## config.mk

```make
export PLATFORM = sky130hd
export DESIGN_NAME = timer_dev
export DESIGN_NICKNAME = d
export VERILOG_FILES = /design/src/rtl/timer_dev.sv
export SDC_FILE = /design/constraint.sdc
export NUM_CORES = 1
export LEC_CHECK = 0
export CORE_MARGIN = 3
export CORE_UTILIZATION = 53
export CTS_CLUSTER_SIZE = 20
export DETAILED_ROUTE_END_ITERATION = 12
export PLACE_DENSITY = 0.8
export SLEW_MARGIN = 25
export SYNTH_ARGS = -nofsm -noshare
export SYNTH_HDL_FRONTEND = slang
export SYNTH_SLANG_ARGS = --single-unit
```

## constraint.sdc

```tcl
create_clock -name clk -period 3.4 [get_ports clk]
set_input_delay 0.68 -clock clk [delete_from_list [all_inputs] [get_ports clk]]
set_output_delay 0.68 -clock clk [all_outputs]
set_load 0.02 [all_outputs]
```

## src/rtl/timer_dev.sv

```systemverilog
// Memory-mapped countdown timer: programmable preset, optional auto-reload, maskable level interrupt.
// Define TIMER_IRQ_EN to build the interrupt path (CTRL.IM, irq_pend, irq); otherwise irq is tied low.
module timer_dev (
  input  logic        clk,
  input  logic        rst,
  input  logic [1:0]  addr,
  input  logic        we,
  input  logic [31:0] din,
  output logic [31:0] dout,
  output logic        irq
);

  localparam int unsigned DW = 32;

  localparam logic [1:0] A_CTRL   = 2'b00;
  localparam logic [1:0] A_PRESET = 2'b01;
  localparam logic [1:0] A_COUNT  = 2'b10;
  localparam logic [1:0] M_RELOAD = 2'b01;

  typedef enum logic [1:0] {IDLE, LOAD, CNT, INT} state_t;

  state_t        state;
  logic          en;
  logic [1:0]    mode;
  logic          im;
  logic [DW-1:0] preset;
  logic [DW-1:0] count;

  logic ctrl_wr;
  logic preset_wr;
  logic expire;

  assign ctrl_wr   = we && (addr == A_CTRL);
  assign preset_wr = we && (addr == A_PRESET);
  // Final counting cycle: the transition into INT happens on this edge.
  assign expire    = (state == CNT) && en && (count <= DW'(1));

  // Register file and countdown FSM; a CPU CTRL write overrides the FSM's En clear.
  always_ff @(posedge clk) begin
    if (rst) begin
      state  <= IDLE;
      en     <= 1'b0;
      mode   <= 2'b00;
      preset <= '0;
      count  <= '0;
    end else begin
      if (preset_wr) preset <= din;
      if (ctrl_wr) begin
        en   <= din[0];
        mode <= din[2:1];
      end
      case (state)
        IDLE: if (en) state <= LOAD;
        LOAD: begin
          count <= preset;
          state <= CNT;
        end
        CNT: begin
          if (!en) begin
            state <= IDLE;
          end else if (expire) begin
            count <= '0;
            state <= INT;
          end else begin
            count <= count - DW'(1);
          end
        end
        INT: begin
          if (mode == M_RELOAD) begin
            state <= LOAD;
          end else begin
            state <= IDLE;
            if (!ctrl_wr) en <= 1'b0;
          end
        end
        default: state <= IDLE;
      endcase
    end
  end

`ifdef TIMER_IRQ_EN
  logic irq_pend;

  // Pending flag: expiry set takes priority over the clear caused by any CTRL write.
  always_ff @(posedge clk) begin
    if (rst) begin
      im       <= 1'b0;
      irq_pend <= 1'b0;
      irq      <= 1'b0;
    end else begin
      if (ctrl_wr) begin
        im       <= din[3];
        irq_pend <= 1'b0;
      end
      if (expire) irq_pend <= 1'b1;
      irq <= irq_pend & im;
    end
  end
`else
  assign im  = 1'b0;
  assign irq = 1'b0;
`endif

  // Zero-latency, side-effect-free read mux.
  always_comb begin
    dout = '0;
    case (addr)
      A_CTRL:   dout = {28'd0, im, mode, en};
      A_PRESET: dout = preset;
      A_COUNT:  dout = count;
      default:  dout = '0;
    endcase
  end

endmodule

```

# --- Word level (Yosys, flattened, before mapping) ---
# Index checks and enable logic that the tools add are counted.
classes:
  mul: 0
  n_reduce_logical: 9
  div_mod_pow: 0
  bitwise: 0
  mux: 13
  shifts: 0
  addsub: 1
  n_lt_le_gt_ge: 1
  n_eq_ne: 9
ops:
  columns: ["operator", "n"]
  rows:
  - ["$pmux W32 S3", 1]
  - ["$mux W32", 2]
  - ["$pmux W32 S2", 1]
  - ["$le A32 B1 Y1 const B", 1]
  - ["$sub A32 B1 Y32 const B", 1]
  - ["$pmux W2 S4", 1]
  - ["$eq A2 B1 Y1 const B", 3]
  - ["$eq A2 B2 Y1 const B", 3]
  - ["$mux W2", 3]
  - ["$mux W1", 5]
  - ["$logic_and A1 B1 Y1", 4]
  - ["$logic_not A2 Y1", 2]
  - ["$ne A2 B2 Y1 const B", 2]
  - ["$reduce_and A2 Y1", 2]
  - ["$ne A3 B3 Y1 const B", 1]
  - ["$reduce_bool A2 Y1", 1]
totals:
  inputBits: 37
  out_inout_bits: 33
  ramBits: 0
  rom_bits: 0
  latch_bits: 0
  wordCells: 38
  memories: 0
  reg_bits: 69

# --- Longest topological paths before layout ---
logic_depth:
  word_depth: 6
  ltp_mapped: 9
  mapped_depth_nobuf: 7

# --- Least setup slack after synthesis ---
# Ideal clock, no wire load.
synth_timing:
  path_type: "input to output"
  from: "input port addr[1]"
  to: "output port dout[13]"
  path_slack_ps: 773
  t_arrival_ps: 1947
  required_time_ps: 2720
  path_buffers: 3
  path_stages: 5
  cell_sequence: "clkbuf_1 > nor2b_1 > clkbuf_1 > buf_1 > a22o_1"
synth_via:
  elab_chain_len: 2
  word_cells_on_any_way: 4
  classes_between: "2 x eq/ne; 1 x mux; 1 x reduce/logical"
synth_rtl:
  columns: ["item", "line_no", "text"]
  rows:
  - ["from (decl)", "6", "input logic [1:0] addr,"]
  - ["$eq A2 B2 Y1, or another cell as far along", "107", "case (addr)"]
  - ["$pmux W32 S3 *", "107", null]
  - ["to (decl)", "9", "output logic [31:0] dout,"]
# Mark *: on every way between the ends. The rest lies on a longest branch, timed or not.

# --- Final worst setup path ---
layout_timing:
  from: "input port addr[0]"
  to: "output port dout[24]"
# Same word-level chain as after synthesis.

==> run metrics <==
period utilization=0.929; CTS buffer count=9; Post-route DRC=0; nets@finish=591; worst-skew pair later-pin latency=0.35 ns; Clock transition at path regs=0.07 ns; WP data required=2.72 ns; ANT cells=0; Final HPWL DP=7330 um; vias in the first global route=3833; Syn Area/Cell=7.77 sq um; worst hold path type=flop to flop; CTS tree=done; first-pass GRT wire length=18700 um; Final setup viols=0; largest net degree at the start of global routing=35; Slew headroom=0.450; Post-CTS Hold Buffers=0; crit path kind=primary input to primary output; startpoint types=primary input; RSZ-0062 raised after global routing=no; root buf cell=clkbuf_8; total grt overflow=0; mapped cell area=3930 sq um; setup_tns=0 ns; Die Area=8480 sq um; prevailing post-synth register cell=dfxtp_1; postcts setup bufs=0; GPL Wtd Cong=0.860; fin. max-slew vios=0; sequential fraction of the synthesis area=0.352; FP Rows=30; share of layout cells above drive strength 1=0.0844; CP arrival=2.48 ns; CP endpoint kind=primary output; I/O Pins=70; PwrDens=358 nW/um^2; DRT antenna net count=0; Sink Count=69; Die H=92.1 um; CTS resizes=0; Ys Warns=0; synthesis-to-finish area growth=23.4%; wire per inst=17.1 um; die width=92.1 um; Slew @ Worst Pin=0.818 ns; Post-Route WL=11200 um; Peak VDD IR=0.285 mV; Synth Instances=505; final hold violation count=0; Post-Syn Nets=544; #FFs+latches synth=69; vias per cell=6.28; Clock Path Buffers=2; routed via count=4098; CP Max Fanout=34; # fillers=623; Period minus WS final=3.16 ns; Max Cap Violations=0; PortBufs=68; TritonRoute pass-1 iters=5; status=completed; max frequency=317 MHz; htree depth=3; post-synthesis cell type count=59; gr usage total=0.269; EDFF count, synth=0; clock skew=0.0104 ns; initial drt markers=311; Power Total=0.00174 W; initial antenna violation count=0; Leak=1.73 nW; starting density of the core=0.562; core area=6980 sq um; asr flop ratio synth=0
==> power by group <==
part	internal (W)	total, W	switching (W)
clock	0.000339	0.000664	0.000325
sequential	0.000824	0.000841	0.0000166
combinational	0.000105	0.000233	0.000128
==> sequential cells by signal, indices dropped and copies added (netlist names) <==
register and cells:
preset 32, count 32, state 2, mode 2, en 1
==> cells in the final DEF, fill, tap and decap left out, drive strengths merged, types with 3 or more instances in the layout <==
cell type	n
nand2	96
dfxtp	69
clkdlybuf4s50	67
a21oi	43
a22o	29
nand3	22
nor2	22
buf	20
a31oi	18
nor3	15
nor4	13
clkbuf	12
a32oi	11
o21ai	10
nand4	9
mux2i	8
o211ai	7
nor2b	6
or4	5
or3	5
inv	4
nand4b	4
o22ai	4
o31ai	4
a32o	4
o21a	4
nor3b	3
or2	3
o41ai	3
a211oi	3
clkinv	3
==> through the flow <==
| stage | util | std cells | hold WS (ns) | area [sq um] | setup WS [ns] |
|---|---|---|---|---|---|
| 2_1_floorplan | - | 505 | 0.449 | 3930 | 0.773 |
| 3_3_place_gp | 0.668 | 637 | 0.460 | 4660 | 0.285 |
| 3_5_place_dp | 0.668 | 637 | 0.466 | 4660 | 0.255 |
| 4_1_cts | 0.694 | 653 | 0.476 | 4850 | 0.244 |
| 5_1_grt | 0.694 | 653 | 0.496 | 4850 | 0.142 |
| 6_report | 0.694 | 653 | 0.474 | 4850 | 0.242 |
==> cell type report <==
class,count,area (sq um),share of cell area
clock buffer,12,135,0.0279
clock inverter,4,48.8,0.0101
inverter,4,15.0,0.00310
multi-input combinational,381,2300,0.475
sequential,69,1380,0.285
tap,96,120,0.0248
timing repair buffer,87,843,0.174
==> worst max-delay path, cell delays in order <==
cell and delay, ns:
clkdlybuf4s50_1 0.57, nor2b_2 0.22, buf_12 0.21, a22o_1 0.18
clkdlybuf4s50_1 0.61
==> final timing paths <==
| path | slack (ns) | startpoint | endpoint | cells past startpoint |
|---|---|---|---|---|
| worst max-delay path | 0.24 | addr[0] | dout[24] | 5 |
| worst min-delay path | 0.47 | preset[25] | preset[25] | 2 |
| worst max register to register | 0.61 | count[0] | count[26] | 7 |
| worst min register to register | 0.47 | preset[25] | preset[25] | 2 |
==> synthesized netlist by cell type (2+ instances only) <==
cell type | number | area (sq um)
nor4_1 | 9 | 56.3
nor2b_1 | 6 | 37.5
buf_1 | 4 | 15.0
nor4_2 | 2 | 25.0
o21a_1 | 4 | 30.0
xor2_1 | 2 | 17.5
nor2_1 | 22 | 82.6
nand2b_1 | 2 | 12.5
buf_2 | 2 | 10.0
o31ai_1 | 4 | 30.0
nor4_4 | 2 | 42.5
inv_1 | 4 | 15.0
a31oi_1 | 18 | 113
and2_1 | 2 | 12.5
a21oi_1 | 43 | 215
o21ai_0 | 9 | 45.0
a32oi_1 | 11 | 96.3
dfxtp_1 | 69 | 1380
nand3b_1 | 2 | 15.0
nand4_1 | 9 | 56.3
o211ai_1 | 7 | 52.6
nand2_1 | 96 | 360
a22o_1 | 29 | 254
clkbuf_1 | 39 | 146
ha_1 | 2 | 25.0
a211o_1 | 2 | 17.5
nor3_1 | 15 | 75.1
nor3b_1 | 3 | 22.5
o41a_1 | 2 | 22.5
buf_6 | 5 | 56.3
mux2i_1 | 8 | 80.1
a211oi_1 | 3 | 22.5
a32o_1 | 4 | 40.0
o22ai_1 | 4 | 25.0
or3_1 | 4 | 25.0
nand4b_1 | 4 | 35.0
nand3_1 | 22 | 110
or4_1 | 5 | 37.5
or2_2 | 3 | 18.8
o41ai_1 | 3 | 26.3
==> cells by family after synthesis <==
kind of cell | share of synthesized area
XOR/XNOR | 0.00669
other | 0.000955
multiplexers | 0.0233
AO/OA/AOI/OAI | 0.272
flip-flops | 0.352
buffers and inverters | 0.0637
AND/OR/NAND/NOR | 0.275
adder cells (fa/ha/maj) | 0.00637
==> metal layers <==
layer	up-vias	global-route usage	part of all wire
met3	22	0.0377	0.061
met5	-	0	0
li1	1969	-	-
met4	0	0.123	0.022
met1	1946	0.358	0.43
met2	161	0.432	0.48
Note: power is estimated with default switching activity, not from simulation.
